--- config.mk ---
export PLATFORM = sky130hd
export DESIGN_NAME = mul_div_unit
export DESIGN_NICKNAME = d
export VERILOG_FILES = /design/src/rtl/riscv_pkg.sv /design/src/rtl/mdu_signfix.sv /design/src/rtl/mul_div_unit.sv
export SDC_FILE = /design/constraint.sdc
export NUM_CORES = 1
export LEC_CHECK = 0
export CAP_MARGIN = 15
export CORE_ASPECT_RATIO = 1.1
export CORE_MARGIN = 10
export CORE_UTILIZATION = 30
export DETAILED_ROUTE_END_ITERATION = 10
export GPL_ROUTABILITY_DRIVEN = 0
export HOLD_SLACK_MARGIN = 0.15
export PLACE_DENSITY_LB_ADDON = 0.12
export SYNTH_ARGS = -nofsm -noshare
export SYNTH_HDL_FRONTEND = slang
export SYNTH_HIERARCHICAL = 1
export SYNTH_SLANG_ARGS = --single-unit
--- constraint.sdc ---
create_clock -name clk -period 8.1 [get_ports clk]
set_clock_uncertainty 0.1 [all_clocks]
set_input_delay 1.215 -clock clk [delete_from_list [all_inputs] [get_ports clk]]
set_output_delay 1.215 -clock clk [all_outputs]
set_load 0.1 [all_outputs]
--- src/rtl/riscv_pkg.sv ---
`default_nettype none
// ============================================================================
//  Module      : riscv_pkg
//  Description : Shared RV32M encodings, iteration count and MDU FSM states.
//  Revision    : 1.0 - initial release
// ============================================================================
package riscv_pkg;

    // RV32M funct3 encodings
    localparam logic [2:0] F3_MUL    = 3'b000;
    localparam logic [2:0] F3_MULH   = 3'b001;
    localparam logic [2:0] F3_MULHSU = 3'b010;
    localparam logic [2:0] F3_MULHU  = 3'b011;
    localparam logic [2:0] F3_DIV    = 3'b100;
    localparam logic [2:0] F3_DIVU   = 3'b101;
    localparam logic [2:0] F3_REM    = 3'b110;
    localparam logic [2:0] F3_REMU   = 3'b111;

    // Number of shift-add / restoring iterations per operation
    localparam logic [5:0] MDU_ITER = 6'd32;

    // Multiply/divide unit control states
    typedef enum logic [1:0] {
        ST_IDLE = 2'd0,
        ST_CALC = 2'd1,
        ST_FIN  = 2'd2
    } mdu_state_e;

endpackage : riscv_pkg
`default_nettype wire

--- src/rtl/mdu_signfix.sv ---
`default_nettype none
// ============================================================================
//  Module      : mdu_signfix
//  Description : Conditional two's-complement negation (combinational).
//                Used to take operand magnitudes and to re-apply result signs.
//  Revision    : 1.0 - initial release
// ============================================================================
module mdu_signfix #(
    parameter int WIDTH = 32
) (
    input  logic [WIDTH-1:0] val_i,
    input  logic             neg_i,
    output logic [WIDTH-1:0] val_o
);

    localparam logic [WIDTH-1:0] c_ONE = {{(WIDTH-1){1'b0}}, 1'b1};

    // Negate when requested, otherwise pass through
    always_comb begin
        val_o = neg_i ? (~val_i + c_ONE) : val_i;
    end

endmodule : mdu_signfix
`default_nettype wire

--- src/rtl/mul_div_unit.sv ---
`default_nettype none
// ============================================================================
//  Module      : mul_div_unit
//  Description : Iterative RV32M multiply/divide unit. Shift-add multiply and
//                restoring divide on magnitudes, one bit per cycle, with sign
//                correction folded into the CALC -> FIN transition.
//  Revision    : 1.0 - initial release
// ============================================================================
module mul_div_unit
    import riscv_pkg::*;
(
    input  logic        clk,
    input  logic        rst,
    input  logic        start,
    input  logic [2:0]  funct3,
    input  logic [31:0] a,
    input  logic [31:0] b,
    input  logic [4:0]  rd_in,
    output logic        busy,
    output logic        done,
    output logic [31:0] result,
    output logic [4:0]  rd_out,
    output logic        we
);

    mdu_state_e  state_q,    state_d;
    logic [5:0]  cnt_q,      cnt_d;
    logic [2:0]  f3_q,       f3_d;
    logic [4:0]  rd_cap_q,   rd_cap_d;
    logic [4:0]  rd_out_q,   rd_out_d;
    logic [63:0] acc_q,      acc_d;
    logic [31:0] opnd_q,     opnd_d;     // multiplicand or divisor magnitude
    logic        sign_q,     sign_d;     // product / quotient negate flag
    logic        rsign_q,    rsign_d;    // remainder negate flag
    logic        fast_q,     fast_d;
    logic [31:0] fast_res_q, fast_res_d;
    logic [31:0] result_q,   result_d;

    // Operand signedness and special-case detection at capture
    logic        w_a_signed, w_b_signed;
    logic        w_neg_a,    w_neg_b;
    logic [31:0] w_abs_a,    w_abs_b;
    logic        w_b_zero,   w_ovf,  w_fast;

    always_comb begin
        w_a_signed = funct3[2] ? ~funct3[0] : (funct3 != F3_MULHU);
        w_b_signed = funct3[2] ? ~funct3[0] : ~funct3[1];
        w_neg_a    = w_a_signed & a[31];
        w_neg_b    = w_b_signed & b[31];
        w_b_zero   = (b == 32'd0);
        w_ovf      = ~funct3[0] & (a == 32'h8000_0000) & (b == 32'hFFFF_FFFF);
        w_fast     = funct3[2] & (w_b_zero | w_ovf);
    end

    mdu_signfix #(.WIDTH(32)) u_abs_a (.val_i(a), .neg_i(w_neg_a), .val_o(w_abs_a));
    mdu_signfix #(.WIDTH(32)) u_abs_b (.val_i(b), .neg_i(w_neg_b), .val_o(w_abs_b));

    // One iteration of shift-add multiply and of restoring divide
    logic [32:0] w_mul_sum;
    logic [32:0] w_div_hi;
    logic        w_div_ge;
    logic [31:0] w_div_diff;
    logic [63:0] w_mul_step, w_div_step;

    always_comb begin
        w_mul_sum  = {1'b0, acc_q[63:32]} + (acc_q[0] ? {1'b0, opnd_q} : 33'd0);
        w_mul_step = {w_mul_sum, acc_q[31:1]};
        w_div_hi   = acc_q[63:31];
        w_div_ge   = (w_div_hi >= {1'b0, opnd_q});
        w_div_diff = w_div_hi[31:0] - opnd_q;
        w_div_step = w_div_ge ? {w_div_diff, acc_q[30:0], 1'b1}
                              : {acc_q[62:0], 1'b0};
    end

    // Sign fixup of the finished product and of quotient/remainder
    logic [63:0] w_prod_fix;
    logic [31:0] w_div_raw, w_div_fix;
    logic        w_div_neg;
    logic [31:0] w_final;

    always_comb begin
        w_div_raw = f3_q[1] ? acc_q[63:32] : acc_q[31:0];
        w_div_neg = f3_q[1] ? rsign_q : sign_q;
    end

    mdu_signfix #(.WIDTH(64)) u_fix_prod (.val_i(acc_q),     .neg_i(sign_q),    .val_o(w_prod_fix));
    mdu_signfix #(.WIDTH(32)) u_fix_div  (.val_i(w_div_raw), .neg_i(w_div_neg), .val_o(w_div_fix));

    // Select the architectural result for the captured op
    always_comb begin
        if (f3_q[2]) begin
            w_final = w_div_fix;
        end else if (f3_q == F3_MUL) begin
            w_final = w_prod_fix[31:0];
        end else begin
            w_final = w_prod_fix[63:32];
        end
    end

    // Next-state and datapath control
    always_comb begin
        state_d    = state_q;
        cnt_d      = cnt_q;
        f3_d       = f3_q;
        rd_cap_d   = rd_cap_q;
        rd_out_d   = rd_out_q;
        acc_d      = acc_q;
        opnd_d     = opnd_q;
        sign_d     = sign_q;
        rsign_d    = rsign_q;
        fast_d     = fast_q;
        fast_res_d = fast_res_q;
        result_d   = result_q;

        case (state_q)
            ST_IDLE: begin
                if (start) begin
                    state_d  = ST_CALC;
                    f3_d     = funct3;
                    rd_cap_d = rd_in;
                    sign_d   = w_neg_a ^ w_neg_b;
                    rsign_d  = w_neg_a;
                    fast_d   = w_fast;
                    // Fast path preloads the counter so CALC exits next edge
                    cnt_d    = w_fast ? MDU_ITER : 6'd0;
                    if (funct3[2]) begin
                        acc_d  = {32'd0, w_abs_a};
                        opnd_d = w_abs_b;
                    end else begin
                        acc_d  = {32'd0, w_abs_b};
                        opnd_d = w_abs_a;
                    end
                    if (w_b_zero) begin
                        fast_res_d = funct3[1] ? a : 32'hFFFF_FFFF;
                    end else begin
                        fast_res_d = funct3[1] ? 32'd0 : 32'h8000_0000;
                    end
                end
            end
            ST_CALC: begin
                if (cnt_q == MDU_ITER) begin
                    state_d  = ST_FIN;
                    result_d = fast_q ? fast_res_q : w_final;
                    rd_out_d = rd_cap_q;
                end else begin
                    cnt_d = cnt_q + 6'd1;
                    acc_d = f3_q[2] ? w_div_step : w_mul_step;
                end
            end
            ST_FIN: begin
                state_d = ST_IDLE;
                cnt_d   = 6'd0;
            end
            default: begin
                state_d = ST_IDLE;
                cnt_d   = 6'd0;
            end
        endcase
    end

    // State and datapath registers, asynchronously cleared
    always_ff @(posedge clk or posedge rst) begin
        if (rst) begin
            state_q    <= ST_IDLE;
            cnt_q      <= 6'd0;
            f3_q       <= 3'd0;
            rd_cap_q   <= 5'd0;
            rd_out_q   <= 5'd0;
            acc_q      <= 64'd0;
            opnd_q     <= 32'd0;
            sign_q     <= 1'b0;
            rsign_q    <= 1'b0;
            fast_q     <= 1'b0;
            fast_res_q <= 32'd0;
            result_q   <= 32'd0;
        end else begin
            state_q    <= state_d;
            cnt_q      <= cnt_d;
            f3_q       <= f3_d;
            rd_cap_q   <= rd_cap_d;
            rd_out_q   <= rd_out_d;
            acc_q      <= acc_d;
            opnd_q     <= opnd_d;
            sign_q     <= sign_d;
            rsign_q    <= rsign_d;
            fast_q     <= fast_d;
            fast_res_q <= fast_res_d;
            result_q   <= result_d;
        end
    end

    // Status and write-port outputs
    always_comb begin
        busy   = (state_q != ST_IDLE);
        done   = (state_q == ST_FIN);
        result = result_q;
        rd_out = rd_out_q;
        we     = done & (rd_out_q != 5'd0);
    end

endmodule : mul_div_unit
`default_nettype wire
; ---- After elaboration in Yosys (flattened, before gate mapping)
; Index checks and enable logic that the tools add are counted.
[totals]
regBits = 184
in_bits = 75
out_inout_bits = 40
elab_cells = 83
[op_classes]
addsub = 7
magnitude_cmp = 1
n_eq_ne = 9
n_mux = 29
bitwise_logic = 14
reduce_logical = 11
[op_table]
columns = cell, count
row1 = $mux W32, 13
row2 = $mux W64, 5
row3 = $pmux W64 S2, 1
row4 = $add A32 B1 Y32 const B, 3
row5 = $not A32 Y32, 3
row6 = $add A64 B1 Y64 const B, 1
row7 = $eq A32 B32 Y1 const B, 2
row8 = $not A64 Y64, 1
row9 = $add A32 B32 Y33, 1
row10 = $ge A33 B32 Y1, 1
row11 = $logic_not A32 Y1, 1
row12 = $sub A32 B32 Y32, 1
row13 = $mux W6, 3
row14 = $pmux W6 S2, 1
row15 = $reduce_and A2 Y1, 4
row16 = $add A6 B1 Y6 const B, 1
row17 = $and A1 B1 Y1, 6
row18 = $eq A6 B6 Y1 const B, 1
row19 = $ne A2 B2 Y1 const B, 3
row20 = $reduce_bool A5 Y1, 1
row21 = $mux W2, 2
row22 = $pmux W2 S2, 1
row23 = $reduce_bool A2 Y1, 2
row24 = $logic_not A3 Y1, 1
row25 = 9 further kinds, 12

; ---- Longest topological paths before layout
; Gate-level depths: netlist of run 1.
[logic_depth]
depth_word = 8
mapped_depth = 14
ltp_nobuf = 13

; ---- Modules after synthesis
; The synthesis of run 1 kept the hierarchy.
[modules_own_cells]
columns = module, instances, cells_per_inst, area_each_um2, seq_area_each_um2
row1 = mul_div_unit, 1, 1769, 14226.1, 4604.4
row2 = mdu_signfix at u_abs_a ..., 3, 99, 777.0, 0.0
row3 = mdu_signfix at u_fix_prod, 1, 206, 1649.1, 0.0

; ---- Worst setup path after synthesis of run 1
; Ideal clock, no wire load.
[synth_path]
kind = reg2out
start = reg state_q[1]
end = out we
arrival_time_ns = 2.686
required_ns = 6.785
slack_ns = 4.099
stages_incl_launch_ff = 3
n_path_buf = 0
cell_sequence = dfrtp_1 nor2b_1 o21a_1
[synth_between]
elab_chain_cells = 2
[synth_rtl]
columns = item, line
row1 = start: declaration, mul_div_unit.sv:26  ; mdu_state_e state_q, state_d;
row2 = start signal: assignment, mul_div_unit.sv:177  ; state_q <= state_d;
row3 = $eq A2 B2 Y1, mul_div_unit.sv:195  ; done = (state_q == ST_FIN);
row4 = named net done, mul_div_unit.sv:20  ; output logic done,
row5 = $and A1 B1 Y1, mul_div_unit.sv:198  ; we = done & (rd_out_q != 5'd0);
row6 = end: declaration, mul_div_unit.sv:23  ; output logic we
; The timed path passes the listed nets, and every way through them passes these cells.

; ---- Final worst setup path of run 1
[layout_path]
start = reg f3_q[1]
end = reg result_q[14], in the netlist result[14]
[layout_between]
elab_chain_cells = 6
word_cells_on_any_way = 9
cone_classes = add/sub: 1 / mux: 6 / bitwise: 1 / reduce/logical: 1
[layout_rtl]
columns = item, line
row1 = start: declaration, mul_div_unit.sv:28  ; logic [2:0] f3_q, f3_d;
row2 = start signal: assignment, mul_div_unit.sv:166  ; f3_q <= 3'd0;
row3 = start signal: assignment, mul_div_unit.sv:179  ; f3_q <= f3_d;
row4 = $mux W32, mul_div_unit.sv:82  ; w_div_raw = f3_q[1] ? acc_q[63:32] : acc_q[31:0];
row5 = named net w_div_raw[0], mul_div_unit.sv:77  ; logic [31:0] w_div_raw, w_div_fix;
row6 = $not A32 Y32, mdu_signfix.sv:20  ; val_o = neg_i ? (~val_i + c_ONE) : val_i;
row7 = $add A32 B1 Y32, mdu_signfix.sv:20
row8 = $mux W32, mdu_signfix.sv:20
row9 = named net w_div_fix[14], mul_div_unit.sv:77
row10 = $mux W32, mul_div_unit.sv:91  ; if (f3_q[2]) begin
row11 = $mux W32, mul_div_unit.sv:143  ; result_d = fast_q ? fast_res_q : w_final;
row12 = end signal: assignment, mul_div_unit.sv:188  ; result_q <= result_d;
row13 = end: declaration, mul_div_unit.sv:37  ; logic [31:0] result_q, result_d;
; The timed path passes the listed nets, and every way through them passes these cells.
; A chain may end at the register's enable or synchronous reset.

==> results of run 1 <==
-- path summary, 6_finish.rpt --
check / slack [ps] / start / to / cells after the start
min reg2reg: 380 / rd_cap_q[1]$_DFFE_PP0P_ / rd_cap_q[1]$_DFFE_PP0P_ / 2
min: 380 / rd_cap_q[1]$_DFFE_PP0P_ / rd_cap_q[1]$_DFFE_PP0P_ / 2
max reg2reg: 4050 / f3_q[1]$_DFFE_PP0P_ / result[14]$_DFFE_PP0P_ / 12
max: 4050 / f3_q[1]$_DFFE_PP0P_ / result[14]$_DFFE_PP0P_ / 12
min in group asynchronous: 1120 / rst / acc_q[61]$_DFFE_PP0P_ / 2
max in group asynchronous: 5280 / rst / f3_q[1]$_DFFE_PP0P_ / 3
-- flip-flops by register name, summed over array words and instances (netlist names) --
| register | cells |
|---|---|
| fast_res_q | 32 |
| result | 32 |
| rsign_q | 1 |
| rd_out | 5 |
| f3_q | 3 |
| rd_cap_q | 5 |
| state_q | 2 |
| sign_q | 1 |
| cnt_q | 6 |
| fast_q | 1 |
| opnd_q | 32 |
| acc_q | 64 |
-- worst min-delay path, delay by kind of cell (launching register included) --
kind | cells | cell delay, ps
AND/OR/NAND/NOR | 2 | 110
flip-flops | 1 | 350
-- logic make-up (layout without fill, tap and decap cells) --
group,count (synthesis),count (layout),synth area share [%]
buffers and inverters,209,241,4.673
flip-flops,184,184,25.29
XOR/XNOR,210,210,10.10
AND/OR/NAND/NOR,748,748,21.84
adder cells (fa/ha/maj),72,72,5.031
multiplexers,147,147,8.549
AO/OA/AOI/OAI,702,702,24.51
-- synthesized netlist by cell type, types with 36 or more instances --
library cell,n,share of area [%]
mux2i_1,79,4.3
o21ai_0,180,4.9
and2_1,37,1.3
o31ai_1,78,3.2
nor2b_1,42,1.4
clkbuf_1,102,2.1
xnor2_1,191,9.2
dfrtp_1,184,25
ha_1,70,4.8
nand3_1,36,0.99
a21oi_1,245,6.7
mux2_2,68,4.2
nor2_1,152,3.1
inv_1,71,1.5
nand2_1,263,5.4
-- stage by stage --
stage / worst slack [ps] / hold WS [ps] / std cells / instance area (um2) / util (%)
2_1_floorplan: 1785 / 340.1 / 2272 / 18210 / -
3_3_place_gp: 3811 / 355.3 / 3039 / 19930 / 33.23
3_5_place_dp: 3748 / 365.1 / 3040 / 19940 / 33.24
4_1_cts: 4037 / 385.1 / 3072 / 20570 / 34.29
5_1_grt: 3843 / 400.6 / 3072 / 20570 / 34.29
6_report: 4055 / 379.8 / 3072 / 20570 / 34.29
-- power groups by stage --
stage | logic, mW | registers (mW) | clock network [mW]
3_5_place_dp | 7.41 | 2.05 | 0
2_1_floorplan | 5.12 | 2.18 | 0
5_1_grt | 8.17 | 2.11 | 0.986
3_3_place_gp | 7.40 | 2.05 | 0
6_report | 7.46 | 2.03 | 0.927
4_1_cts | 7.46 | 2.03 | 0.958
-- final cells by class --
class / count / area share [%]
multi-input cells: 1879 / 62.14
flip-flops and latches: 184 / 22.42
repair buffers: 137 / 6.363
well taps: 768 / 4.672
clock buffers: 17 / 2.068
inverters: 72 / 1.350
clock inverters: 15 / 0.9915
-- per-layer routing --
metal / part of all wire (%) / GRT usage (%) / vias up
li1: - / - / 8266
met1: 45 / 26.31 / 8435
met2: 48 / 33.53 / 446
met3: 4.5 / 3.207 / 73
met4: 2.4 / 6.046 / 0
met5: 0 / 0 / -
==> results.toml, run 1 <==
[clock_tree]
cts_resized = 0
cts.clk_slew.worst_paths_ps = 80
clk_path_buf_depth = 2
cts.sinks = 184
cts_tree = "built"
postCtsSetupBuffers = 0
clock-root-buffer = "clkbuf_16"
clk_latency_ps = 510
ctsHoldBuffers = 0
cts_made_buffers = 17
cts.htree.levels = 4

[route]
drc = 0
viasPerCell = 5.605
wirelength_um = 71810
wl_per_cell_um = 23.37
drt-initial-drc-count = 1270
ant_nets = 0
num_vias = 17220
firstDrtPassIters = 5

[synth]
ys_types = 94
synth_warnings = 6
avgSynthCellArea_um2 = 8.013
async_reset_ff_share_pct = 100.0
synth-seq-cells = 184
yosysSeqAreaShare_pct = 25.29
syn-num-nets = 2419
synth_edf_count = 0
synthCells = 2272
syn-cell-area_um2 = 18210
synthFlopType = "dfrtp_1"

[global_route]
track_usage_pct = 20.17
grt_pass1_vias = 16900
antenna_found_initial = 0
grt_max_degree = 83
overflow = 0
grt_pass1_wl_um = 109500

[timing]
finalHoldViolations = 0
tightest_slew_ps = 1132
period_share_pct = 49.94
rsz0062_at_grt = "false"
drv_slew = 0
relSlewSlack_pct = 24.56
fmax_mhz = 247.2
min_period_ps = 4045
finalSetupViolCount = 0
tns_ps = 0

[final_layout]
fin_nets = 2438
final_common_cell = "nand2_1"
area_growth_pct = 12.98
fill_cells = 6404
drive_above_1_share_pct = 9.852
diodes = 0
layout_common_cells = "262 x nand2_1, 245 x a21oi_1, 191 x xnor2_1, 180 x o21ai_0, 180 x dfrtp_1"
seq_area_um2 = 4612
multiInputGateArea_um2 = 12780

[floorplan]
die_x_um = 254.9
coreArea_um2 = 59980
die_y_um = 278.4
die_area_um2 = 70950
rows = 94
start_util_pct = 30.35
io-pin-count = 115

[power]
p_switching_mw = 5.901
p_leak_nw = 8.037
ir_drop_v = 0.0001763
powerDensity_nw_per_um2 = 506.6
switching_share_pct = 56.63
p_int_mw = 4.520
p_comb_share_pct = 71.6
power_mw = 10.42
p_seq_share_pct = 19.5
clock_power_share_pct = 8.9

[setup_path]
path_buf_inv = 2
critical-path-max-stage-delay_ps = 580
crit_type = "reg -> reg"
critPathTopFamily = "compound AO/OA/AOI/OAI gates"
crit_arrival_ps = 4310
cp-start-kind = "flip-flop"
crit_path_top_delay_cell = "nor2b_1"
required_ps = 8360
crit_chain = "buf_4 > mux2_2 > inv_1 > ha_1 > nor2b_1 > nand3_1 > o41ai_1 > xnor2_1 > a21oi_1 > nor2_1 > a21oi_1 > a21oi_1"
critPathCaptureType = "flip-flop"
crit_path_frequent_cell = "a21oi_1"
cp_max_fo = 68

[flow_run]
cap_violations = 0

[placed_design]
hpwlAfterDp_um = 55900
port_buffers = 114

[run_status]
status = "finished clean"

[worst_hold_path]
min_path_type = "reg -> reg"
No activity file was read; power rests on OpenSTA's default activity.
==> inputs of run 2 (changes only) <==
Clock period 8.1 ns to 3.9 ns, I/O delays scaled along.
==> results.toml, run 2 (same netlist as run 1, synthesis figures left out) <==
[route]
wl_per_cell_um = 23.43
firstDrtPassIters = 5
drc = 0
drt-initial-drc-count = 1262
num_vias = 17560
viasPerCell = 5.538
ant_nets = 0
wirelength_um = 74280

[worst_hold_path]
min_path_type = "reg -> reg"

[clock_tree]
cts.clk_slew.worst_paths_ps = 90
clk_latency_ps = 510
cts_made_buffers = 17
cts.sinks = 184
cts.htree.levels = 4
cts_tree = "built"
ctsHoldBuffers = 0
clk_path_buf_depth = 2
clock-root-buffer = "clkbuf_16"

[placed_design]
dp.cells = 3138
port_buffers = 114
hpwlAfterDp_um = 58640

[global_route]
grt_pass1_vias = 17490
grt_pass1_wl_um = 112800
overflow = 0
track_usage_pct = 20.86
antenna_found_initial = 0
grt_max_degree = 110

[power]
powerDensity_nw_per_um2 = 1044
ir_drop_v = 0.0004142
p_leak_nw = 8.535

[run_status]
status = "finished clean"

[final_layout]
diodes = 0
area_growth_pct = 17.35
instances_no_fill = 3170
fin_nets = 2536
largest_reg_flops = 64
drive_above_1_share_pct = 13.66
layout_common_cells = "262 x nand2_1, 245 x a21oi_1, 191 x xnor2_1, 180 x o21ai_0, 180 x dfrtp_1"
final_common_cell = "nand2_1"
regMostFlops = "acc_q"

[floorplan]
die_x_um = 254.9
io-pin-count = 115
coreArea_um2 = 59980
rows = 94
start_util_pct = 30.35
die_y_um = 278.4
die_area_um2 = 70950

[setup_path]
crit_chain = "or4_4 > or3_4 > or3_1 > o31ai_1 > xnor2_1 > o21ai_0 > a21oi_1 > a21oi_1 > nor2_1 > buf_4 > a21oi_1 > a21oi_1"
crit_arrival_ps = 3870
crit_path_top_delay_cell = "or4_4"
critical-path-max-stage-delay_ps = 650
cp_max_fo = 10
required_ps = 4170
crit_type = "reg -> reg"
path_buf_inv = 1
cp-start-kind = "flip-flop"
crit_path_frequent_cell = "a21oi_1"
critPathCaptureType = "flip-flop"
critPathTopFamily = "simple AND/OR/NAND/NOR gates"

[timing]
drv_slew = 0
min_period_ps = 3600
relSlewSlack_pct = 21.88
tightest_slew_ps = 1168
tns_ps = 0
finalHoldViolations = 0
rsz0062_at_grt = "false"
fmax_mhz = 277.8
finalSetupViolCount = 0
period_share_pct = 92.31

[flow_run]
cap_violations = 0
run 2: path summary, 6_finish.rpt:
check,depth (start not counted),endpoint,slack [ps],start
min in group asynchronous,3,cnt_q[3]$_DFFE_PP0P_,500,rst
max reg2reg,12,result[12]$_DFFE_PP0P_,300,acc_q[32]$_DFFE_PP0P_
max in group asynchronous,3,fast_res_q[7]$_DFFE_PP0P_,2620,rst
min reg2reg,2,rd_cap_q[0]$_DFFE_PP0P_,380,rd_cap_q[0]$_DFFE_PP0P_
min,2,rd_cap_q[0]$_DFFE_PP0P_,380,rd_cap_q[0]$_DFFE_PP0P_
max,12,result[12]$_DFFE_PP0P_,300,acc_q[32]$_DFFE_PP0P_
run 2: routing by layer:
| metal | routed length [um] | up-vias | GRT usage, % |
|---|---|---|---|
| met3 | 3184 | 66 | 3.161 |
| li1 | - | 8443 | - |
| met5 | 0 | - | 0 |
| met1 | 33000 | 8597 | 26.87 |
| met2 | 36440 | 449 | 35.42 |
| met4 | 1662 | 0 | 5.786 |
run 2: report_power, final:
group / total (mW) / switching (mW) / internal, mW
registers: 4.00 / 1.30 / 2.70
clock network: 1.92 / 1.03 / 0.891
logic: 16.4 / 10.0 / 6.35
total: 22.3 / 12.4 / 9.94
run 2: area by class of cell:
cell class | instances | area (um2)
Multi-Input combinational cell | 1879 | 12790
Clock buffer | 17 | 425.4
Clock inverter | 15 | 201.4
Tap cell | 768 | 960.9
Timing Repair Buffer | 235 | 2105
Fill cell | 6408 | 38620
Inverter | 72 | 274.0
Sequential cell | 184 | 4612
run 2: timing repair:
| action | in CTS | in global routing |
|---|---|---|
| setup endpoints to repair | 0 | 1 |
| hold endpoints to repair | 0 | 0 |
| resized for setup | 0 | 1 |
| buffers inserted | 0 | 0 |
run 2: tightest hold or removal path, delay by kind of cell, from the launching register on:
family           cells  cell delay (ps)
flip-flops           1              350
AND/OR/NAND/NOR      2              100
run 2: through the flow:
step / cell area (um2) / worst slack (ps) / power (mW) / utilization (%) / hold slack [ps]
after floorplan: 18210 / 528.5 / 15.16 / - / 340.1
after global placement: 20730 / 237.0 / 20.31 / 34.56 / 354.9
after detailed placement: 20730 / 209.3 / 20.31 / 34.56 / 360.8
after CTS: 21360 / 266.8 / 22.36 / 35.61 / 382.2
after global routing: 21360 / 53.84 / 24.14 / 35.62 / 403.2
final: 21360 / 300.0 / 22.31 / 35.62 / 379.4
